--- config.mk ---
export PLATFORM = sky130hd
export DESIGN_NAME = wb_commit_ctrl
export DESIGN_NICKNAME = d
export VERILOG_FILES = /design/src/rtl/wb_commit_ctrl.sv
export SDC_FILE = /design/constraint.sdc
export NUM_CORES = 1
export LEC_CHECK = 0
export ABC_AREA = 1
export BUFFER_PORTS_ARGS = -buffer_cell sky130_fd_sc_hd__buf_4
export CELL_PAD_IN_SITES_DETAIL_PLACEMENT = 0
export CELL_PAD_IN_SITES_GLOBAL_PLACEMENT = 1
export CORE_MARGIN = 5
export CORE_UTILIZATION = 32
export DETAILED_ROUTE_END_ITERATION = 10
export HOLD_SLACK_MARGIN = 0.15
export PLACE_DENSITY_LB_ADDON = 0.1
export SETUP_SLACK_MARGIN = 0.2
export SKIP_LAST_GASP = 1
export SLEW_MARGIN = 10
export SYNTH_ARGS = -nofsm -noshare
export SYNTH_HDL_FRONTEND = slang
export SYNTH_SLANG_ARGS = --single-unit
--- constraint.sdc ---
create_clock -name clk -period 5.1 [get_ports clk]
set_clock_uncertainty 0.05 [all_clocks]
set_input_delay 0.255 -clock clk [delete_from_list [all_inputs] [get_ports clk]]
set_output_delay 0.255 -clock clk [all_outputs]
set_load 0.1 [all_outputs]
--- src/rtl/wb_commit_ctrl.sv ---
// Write-back commit controller: holds the WB instruction, raises cp0 strobes, computes
// flush/redirect, and discards wrong-path input for DRAIN_CYCLES cycles after a flush.
module wb_commit_ctrl #(
   parameter logic [31:0] EXC_VEC      = 32'hbfc00380,
   parameter logic [31:0] REFILL_VEC   = 32'hbfc00200,
   parameter int          DRAIN_CYCLES = 2
) (
   input  logic        clk,
   input  logic        rst,
   input  logic        ms_to_ws_valid,
   input  logic [31:0] ms_pc,
   input  logic        ms_ex,
   input  logic [4:0]  ms_excode,
   input  logic        ms_refill,
   input  logic        ms_bd,
   input  logic [31:0] ms_badvaddr,
   input  logic        ms_eret,
   input  logic [2:0]  ms_tlb_op,
   input  logic        ms_mtc0,
   input  logic [7:0]  ms_c0_addr,
   output logic        ws_allowin,
   output logic        ws_valid,
   output logic        wb_ex,
   output logic        wb_bd,
   output logic        ws_eret,
   output logic [4:0]  wb_excode,
   output logic [31:0] wb_pc,
   output logic [31:0] wb_badvaddr,
   output logic        tlbp,
   output logic        tlbr,
   output logic        tlbwi,
   output logic        mtc0_we,
   input  logic [31:0] cp0_status,
   input  logic [31:0] cp0_cause,
   input  logic [31:0] cp0_epc,
   output logic        flush,
   output logic [31:0] flush_pc
);

   localparam logic [3:0] DRAIN_INIT  = (DRAIN_CYCLES == 0) ? 4'd0 : 4'(DRAIN_CYCLES - 1);
   localparam logic [7:0] C0_ENTRYHI  = 8'h50;
   localparam logic [7:0] C0_STATUS   = 8'h60;

   typedef enum logic {S_IDLE = 1'b0, S_DRAIN = 1'b1} state_t;

   state_t      r_state, w_state_nxt;
   logic [3:0]  r_cnt, w_cnt_nxt;
   logic        w_drain;

   logic        r_valid;
   logic [31:0] r_pc;
   logic        r_ex;
   logic [4:0]  r_excode;
   logic        r_refill;
   logic        r_bd;
   logic [31:0] r_badvaddr;
   logic        r_eret;
   logic [2:0]  r_tlb_op;
   logic        r_mtc0;
   logic [7:0]  r_c0_addr;

   logic        w_load;
   logic        w_int_req;
   logic        w_take_ex;
   logic        w_eret;
   logic        w_refetch;
   logic        w_exl;

   assign ws_allowin = 1'b1;
   assign w_load     = ms_to_ws_valid & ws_allowin & ~w_drain;

   // FSM state register
   always_ff @(posedge clk or posedge rst) begin
      if (rst) begin
         r_state <= S_IDLE;
         r_cnt   <= 4'd0;
      end else begin
         r_state <= w_state_nxt;
         r_cnt   <= w_cnt_nxt;
      end
   end

   // FSM next state
   always_comb begin
      w_state_nxt = r_state;
      w_cnt_nxt   = r_cnt;
      case (r_state)
         S_IDLE: begin
            if (flush && (DRAIN_CYCLES != 0)) begin
               w_state_nxt = S_DRAIN;
               w_cnt_nxt   = DRAIN_INIT;
            end
         end
         S_DRAIN: begin
            if (r_cnt == 4'd0) begin
               w_state_nxt = S_IDLE;
            end else begin
               w_cnt_nxt = r_cnt - 4'd1;
            end
         end
         default: w_state_nxt = S_IDLE;
      endcase
   end

   // FSM outputs
   always_comb begin
      w_drain = 1'b0;
      if (r_state == S_DRAIN) begin
         w_drain = 1'b1;
      end
   end

   always_ff @(posedge clk or posedge rst) begin
      if (rst) begin
         r_valid <= 1'b0;
      end else begin
         r_valid <= w_load;
      end
   end

   // Payload carries no reset; every use is qualified by r_valid.
   always_ff @(posedge clk) begin
      if (w_load) begin
         r_pc       <= ms_pc;
         r_ex       <= ms_ex;
         r_excode   <= ms_excode;
         r_refill   <= ms_refill;
         r_bd       <= ms_bd;
         r_badvaddr <= ms_badvaddr;
         r_eret     <= ms_eret;
         r_tlb_op   <= ms_tlb_op;
         r_mtc0     <= ms_mtc0;
         r_c0_addr  <= ms_c0_addr;
      end
   end

   assign w_exl     = cp0_status[1];
   assign w_int_req = cp0_status[0] & ~w_exl & (|(cp0_cause[15:8] & cp0_status[15:8]));
   assign w_take_ex = r_valid & (r_ex | w_int_req);
   assign w_eret    = r_valid & r_eret & ~w_take_ex;
   assign w_refetch = r_valid & ~w_take_ex & ~r_eret &
                      (r_tlb_op[1] | r_tlb_op[0] |
                       (r_mtc0 & ((r_c0_addr == C0_ENTRYHI) | (r_c0_addr == C0_STATUS))));

   assign ws_valid    = r_valid;
   assign wb_ex       = w_take_ex;
   assign wb_bd       = r_valid & r_bd;
   assign ws_eret     = w_eret;
   assign wb_excode   = (r_valid & r_ex) ? r_excode : 5'h00;
   assign wb_pc       = r_valid ? r_pc : 32'h0;
   assign wb_badvaddr = r_valid ? r_badvaddr : 32'h0;
   assign tlbp        = r_valid & r_tlb_op[2] & ~w_take_ex;
   assign tlbr        = r_valid & r_tlb_op[1] & ~w_take_ex;
   assign tlbwi       = r_valid & r_tlb_op[0] & ~w_take_ex;
   assign mtc0_we     = r_valid & r_mtc0 & ~w_take_ex;
   assign flush       = w_take_ex | w_eret | w_refetch;

   // A refetch from a delay slot restarts at the branch so the branch re-resolves.
   always_comb begin
      flush_pc = 32'h0;
      if (w_take_ex) begin
         flush_pc = (r_ex & r_refill & ~w_exl) ? REFILL_VEC : EXC_VEC;
      end else if (w_eret) begin
         flush_pc = cp0_epc;
      end else if (w_refetch) begin
         flush_pc = r_bd ? (r_pc - 32'd4) : (r_pc + 32'd4);
      end
   end

endmodule

; Word level (Yosys, flattened, before mapping)
; Index checks and enable logic that the tools add are counted.
; W data, S select, Z words.
[totals]
output_inout_bits = 111
mem_bits_rw = 0
rom_bits = 0
word_cells = 72
latchBits = 0
memories = 0
ff_bits = 91
in_bits = 184
[op_classes]
div_mod_pow = 0
addsub = 3
magnitude_cmp = 0
n_bitwise = 34
shifts = 0
mul = 0
n_reduce_logical = 3
mux = 15
n_eq_ne = 4
[op_table]
columns = operator, n
row1 = $mux W32, 6
row2 = $add A32 B3 Y32 const B, 1
row3 = $sub A32 B3 Y32 const B, 1
row4 = $and A1 B1 Y1, 22
row5 = $eq A8 B7 Y1 const B, 2
row6 = $mux W9, 1
row7 = $and A8 B8 Y8, 1
row8 = $mux W4, 2
row9 = $pmux W4 S2, 1
row10 = $reduce_or A8 Y1, 1
row11 = $or A1 B1 Y1, 6
row12 = $mux W5, 1
row13 = $not A1 Y1, 5
row14 = $logic_not A4 Y1, 1
row15 = $ne A2 B2 Y1 const B, 2
row16 = $sub A4 B1 Y4 const B, 1
row17 = $mux W1, 3
row18 = $pmux W1 S2, 1
row19 = $reduce_and A2 Y1, 1

; Logic depth before layout (Yosys ltp)
; Gate-level depths: netlist of run 1.
[depth]
ltp_word = 12
ltp_mapped = 13
ltp_nobuf = 13

; Worst setup path after synthesis of run 1
; No wires, ideal clock.
[synth_path]
path_kind = register to register
from = register r_state
to = register r_badvaddr[0], enable pin
path_buffers = 0
required_time_ns = 4.517
t_arrival_ns = 3.944
path_stages_with_launch = 2
setup_time_ns = 0.533
synth_period_minus_slack_ns = 4.527
setup_slack_ns = 0.573
cell_sequence = dfrtp_1 -> nor2_1
[synth_via]
elab_chain_cells = 3
[synth_lines]
columns = item, line
row1 = "start, declared", 46  ; state_t r_state, w_state_nxt;
row2 = "start signal, assigned", 78  ; r_state <= w_state_nxt;
row3 = $mux W1, 108  ; if (r_state == S_DRAIN) begin
row4 = $not A1 Y1, 70  ; assign w_load = ms_to_ws_valid & ws_allowin & ~w_drain;
row5 = $and A1 B1 Y1, 70
row6 = via w_load, 62  ; logic w_load;
row7 = "end signal, assigned", 129  ; r_badvaddr <= ms_badvaddr;
row8 = "end, declared", 56  ; logic [31:0] r_badvaddr;
; The timed path passes the listed nets, and every way through them passes these cells.
; A chain may end at the register's enable or synchronous reset.

; Worst setup path after layout of run 1
[layout_path]
from = register r_bd
to = output flush_pc[18]
[layout_via]
elab_chain_cells = 4
[layout_lines]
columns = item, line
row1 = "start, declared", 55  ; logic r_bd;
row2 = "start signal, assigned", 128  ; r_bd <= ms_bd;
row3 = $mux W32, 166  ; flush_pc = r_bd ? (r_pc - 32'd4) : (r_pc + 32'd4);
row4 = $mux W32, 165  ; end else if (w_refetch) begin
row5 = $mux W32, 163  ; end else if (w_eret) begin
row6 = $mux W32, 161  ; if (w_take_ex) begin
row7 = "end, declared", 37  ; output logic [31:0] flush_pc
; Every way passes these cells.

==> results of run 1 <==
[per-stage QoR]
step                 util  instance area (µm²)  total power, mW  cells  hold WS [ns]
CTS                 0.498                 9240             4.48   1346         0.231
floorplan               -                 6000             3.15    773      -0.00404
finish              0.498                 9240             4.43   1346         0.242
global route        0.498                 9240             4.70   1346         0.252
detailed placement  0.436                 8110             3.78   1244         0.148
global placement    0.436                 8110             3.78   1244         0.151
[cells in the final DEF (no fill, tap or decap), types with 9 or more instances in the layout]
cell type and instances:
a21oi_1 38, nand2_1 255, o21ai_1 9, inv_1 154, nor2_1 46, nand3_1 38, dlygate4sd3_1 86, buf_4 251
xnor2_1 11, clkbuf_16 9, edfxtp_1 85, ha_1 29, nand2_2 11, o21ai_0 23
[routing by layer]
metal,track usage,routed length [µm],share of wire
met3,0.0568,1440,0.074
met1,0.216,8260,0.43
met4,0.0457,288,0.015
met2,0.308,9410,0.49
met5,0,0,0
[area by class of cell]
| type | count | area (µm²) | area share |
|---|---|---|---|
| clock buffer | 9 | 225 | 0.0244 |
| clock inverter | 7 | 48.8 | 0.00528 |
| inverter | 155 | 587 | 0.0635 |
| multi-input combinational | 513 | 2640 | 0.286 |
| sequential | 91 | 2700 | 0.293 |
| tap | 234 | 293 | 0.0317 |
| timing repair buffer | 337 | 2750 | 0.297 |
[final timing paths]
kind	from	end	slack, ns
setup / recovery	r_bd	flush_pc[18]	1.63
hold / removal	ms_to_ws_valid	ws_valid	0.24
setup reg to reg	r_state	r_refill	2.97
hold reg to reg	r_cnt[1]	r_cnt[1]	0.49
max in group asynchronous	rst	ws_valid	4.42
min in group asynchronous	rst	r_state	0.35
[kinds of logic (layout without fill, tap and decap cells)]
group                      Yosys count  count (layout)  synth area share
and+or+nand+nor                    378             378             0.269
xor gates and xnor gates            15              15            0.0219
buffers and inverters              169             508             0.111
DFF                                 91              91             0.450
AOI/OAI and AO/OA                   89              89            0.0834
other                                1               1          0.000625
adders and majority gates           30              30            0.0638
[where the power goes]
group / switching (mW) / internal [mW] / leakage, nW
sequential: 0.0751 / 0.998 / 0.876
clock: 0.299 / 0.333 / 0.128
combinational: 2.05 / 0.673 / 3.91
total: 2.42 / 2.00 / 4.92
[worst max-delay path: stages (launching register included)]
cell      delay, ns
edfxtp_1       0.81
buf_4          0.34
inv_1          0.07
fa_1           0.44
o21ai_2        0.27
nand2_1        0.09
nand2_2        0.12
nand2_1        0.06
nand2_1        0.06
or2_1          0.09
nand3_1        0.09
nand2_1        0.08
buf_4          0.28
[registers in the layout (all words and copies together), names as in the netlist, 3 cells and up]
| signal | count |
|---|---|
| r_tlb_op | 3 |
| r_c0_addr | 8 |
| r_pc | 32 |
| r_badvaddr | 32 |
| r_excode | 5 |
| r_cnt | 4 |
[timing repair]
| item | 4_1_cts | 5_1_grt |
|---|---|---|
| endpoints found under the hold margin | 91 | 0 |
| hold buffers | 86 | 0 |
| buffers inserted | 0 | 0 |
==> flow_summary.toml, run 1 <==
[logic_synthesis]
avgSynthCellArea_um2 = 7.77
synth-seq-cells = 91
yosysMostFrequentCell = "nand2_1"
ys_seq_area_frac = 0.450
yosysTopAreaCellShare = 0.425
synthTopCellsByCount = "nand2_1, inv_1, edfxtp_1, nor2_1"
ys.warnings.count = 0
async_flop_share = 0.0659
synth_area_um2 = 6000
synth_edf_count = 85
synth_top_cell_by_area = "edfxtp_1"
synth_fp_nets = 987
synthTopCellsByArea = "edfxtp_1, nand2_1, inv_1"
synth_cells = 773
synthFlopType = "edfxtp_1"
synth_cell_type_count = 43

[timing]
hold_viol_final = 0
tightest_slew_ns = 0.913
timing.final.ws_setup_ns = 1.63
fin_crit_sh = 0.681
rsz0062_at_grt = "no"
setup_violations = 0
fin_crit_ns = 3.47
slew_headroom = 0.392
fin_tns_setup_ns = 0
fmax_ghz = 0.288
drv_slew = 0

[global_routing]
grt-ovfl-total = 0
antenna_found_initial = 0
grt_pass1_vias = 6039
grt_pass1_wl_um = 30800
grt_usage = 0.178
grt_max_degree = 72

[critical_path]
setup.worst_path.class = "reg -> out"
start_kind = "register"
cp-end-kind = "primary output"
cp.arrival_ns = 3.17
reg2reg_depth = 2
worstPathRequired_ns = 4.80
cp_max_fo = 18

[drt]
routedWlPerCell_um = 14.4
drt-initial-drc-count = 208
remaining_drc_errors = 0
dr.pass1.iters = 4
num_vias = 5837
routed_wl_um = 19400
via_per_inst = 4.34
drt.antenna.violating_nets = 0

[power_and_ir_drop]
power_density_nw_per_um2 = 479
leakagePower_nw = 4.92
peakVddDrop_v = 0.000304

[die]
core-area_um2 = 18600
start_util = 0.323
die_y_um = 147
rows = 50
die_width_um = 147
die_area_um2 = 21600
ios = 295

[clock_tree]
root_buffer = "clkbuf_16"
cts_resized = 0
clock_latency_ns = 0.34
cts_buffers = 9
cts_max_level = 3
cts.path.max_buffers = 2
cts_tree = "built"
clkSinkCount = 91
clkTransAtPathRegs_ns = 0.07

[finish]
antenna_cells = 0
area_growth_syn_to_layout_pct = 54.0
finalNetCount = 1321
layout-drive-gt1-share = 0.267
fill_cells = 1812

[min_path]
holdCritPathClass = "in -> reg"
hold_depth = 3

[placement]
pre_cts_ws_ns = 1.96
port_buffers = 247
hpwl_um = 14900
gp_congestion = 0.809

[status]
status = "finished, final reports clean"

[flow_run]
max_cap_violations = 0
(Power assumes the default switching activity.)
==> run 2: changes to the inputs <==
Settings changed: CORE_UTILIZATION 32 to 29.
Clock period 5.1 ns to 2.85 ns, I/O delays scaled along.
==> run 2 against run 1 <==
Largest power group unchanged. Final cell count grew 3.0%. Count of clock-buffer cells in the layout grew 1. Combinational power grew 100%.
==> flow_summary.toml, run 2 (same netlist as run 1, synthesis figures left out) <==
[drt]
routed_wl_um = 19600
num_vias = 5964
remaining_drc_errors = 0
routedWlPerCell_um = 14.1
dr.pass1.iters = 4
drt.antenna.violating_nets = 0
drt-initial-drc-count = 185
via_per_inst = 4.30

[timing]
fin_crit_ns = 2.78
hold_viol_final = 0
tightest_slew_ns = 0.560
fmax_ghz = 0.360
setup_violations = 0
slew_headroom = 0.625
drv_slew = 0
rsz0062_at_grt = "yes"
fin_crit_sh = 0.975
timing.final.ws_setup_ns = 0.0716
fin_tns_setup_ns = 0

[die]
die_y_um = 154
core-area_um2 = 20300
die_width_um = 154
ios = 295
rows = 52
start_util = 0.296
die_area_um2 = 23700

[critical_path]
cp.arrival_ns = 2.59
reg2reg_depth = 8
reg2reg_to = "r_cnt[3]"
worstReg2RegStart = "r_c0_addr[0]"
cp-endpoint = "flush_pc[29]"
rrSetupSlack_ns = 1.26
worst_path_largest_cell_delay_ns = 0.43
crit_buf_inv = 2
crit_cells = 11
cp-end-kind = "primary output"
start_kind = "register"
cp_cell_sequence = "buf_12, ha_2, nand2_1, nor2_1, nand2_1, nor4_2, nand2_1, nand3_1, nand3_1, nand2_2, buf_8"
setup.worst_path.class = "reg -> out"
worst_path_most_repeated_cell = "nand2_1"
path_delay_family = "simple AND/OR/NAND/NOR gates"
critical_path.startpoint = "r_bd"
critPathSlowestCell = "ha_2"
cp_max_fo = 31
worstPathRequired_ns = 2.66

[clock_tree]
clock_latency_ns = 0.34
root_buffer = "clkbuf_16"
cts_buffers = 9
cts.path.max_buffers = 2
cts_tree = "built"
cts_max_level = 3
clkTransAtPathRegs_ns = 0.07
clkSinkCount = 91

[finish]
fin_util = 0.502
antenna_cells = 0
seq_area_um2 = 2700
layout_common_cells = "nand2_1, buf_4, inv_1"
layout-drive-gt1-share = 0.348
finalNetCount = 1326
reg_top3 = "r_badvaddr: 32 flops, r_pc: 32 flops, r_c0_addr: 8 flops"
area_growth_syn_to_layout_pct = 69.8
final_common_cell = "nand2_1"
fill_cells = 1953
multi_input_area_um2 = 3210

[power_and_ir_drop]
leakagePower_nw = 5.09
finalPower_mw = 8.70
power_density_nw_per_um2 = 853
seqPwrFrac = 0.221
switchingPower_mw = 4.58
switching_share = 0.526
peakVddDrop_v = 0.000499
pwr-share-comb = 0.627
clkPwrFrac = 0.152
p_int_mw = 4.12

[flow_run]
max_cap_violations = 0

[global_routing]
grt-ovfl-total = 0
grt_pass1_vias = 6225
antenna_found_initial = 0
grt_usage = 0.162
grt_max_degree = 65
grt_pass1_wl_um = 31300

[placement]
pre_cts_ws_ns = 0.255
port_buffers = 247
hpwl_um = 15100
gp_congestion = 0.798

[min_path]
holdCritPathClass = "in -> async"

[status]
status = "finished, final reports clean"
## run 2: cell count changes in the layout (fill, tap and decap cells not counted), moves of 14 or more
cell	previous run	this run
nand2_1	255	241
o21ai_0	23	8
nor2_1	46	30
ha_1	29	9
o21ai_4	0	17
nor2_2	1	16
buf_4	251	229
ha_4	0	15
## run 2: how the worst min path moves through the flow
stage / cells after the start / slack [ns] / to
finish: 3 / 0.24 / r_cnt[1]
global route: 3 / 0.25 / r_cnt[3]
CTS: 3 / 0.23 / r_cnt[3]
detailed placement: 2 / 0.05 / r_state
global placement: 2 / 0.04 / r_state
floorplan: 1 / -0.12 / r_cnt[0]
## run 2: stage by stage
stage               hold WS [ns]  area (µm²)  instances
global placement          0.0368        8490       1285
floorplan                 -0.117        6280        773
detailed placement        0.0456        8490       1285
global route               0.254       10200       1387
finish                     0.239       10200       1387
CTS                        0.232        9950       1387
## run 2: power groups by stage
stage | clock, mW | sequential (mW) | combinational [mW]
3_5_place_dp | 0 | 1.94 | 5.02
2_1_floorplan | 0 | 1.95 | 3.84
3_3_place_gp | 0 | 1.93 | 5.03
4_1_cts | 1.36 | 1.92 | 5.34
6_report | 1.32 | 1.93 | 5.45
5_1_grt | 1.42 | 1.95 | 5.84
## run 2: final cells by class
type	count	share of cell area
well taps	270	0.0331
repair buffers	342	0.297
clock buffers	10	0.0225
flip-flops and latches	91	0.265
inverters	155	0.0576
clock inverters	6	0.00958
multi-input cells	513	0.315
## run 2: timing repair
item                       in CTS  in global routing
setup buffers                   0                  0
hold endpoints to repair       91                  0
hold buffers                   86                  0
setup endpoints to repair      24                 25
resized for setup              76                 41
pin swaps                       2                  3
## run 2: worst register-to-register path: cells and delay by family (launching register included)
family,cells,cell delay (ns)
flip-flops,1,0.36
AO/OA/AOI/OAI,1,0.20
AND/OR/NAND/NOR,7,0.89
## run 2: routing by layer
metal | share of wire | track usage | vias up
li1 | - | - | 3112
met1 | 0.42 | 0.197 | 2685
met2 | 0.49 | 0.283 | 154
met3 | 0.074 | 0.0517 | 13
met4 | 0.0095 | 0.0345 | 0
met5 | 0 | 0 | -
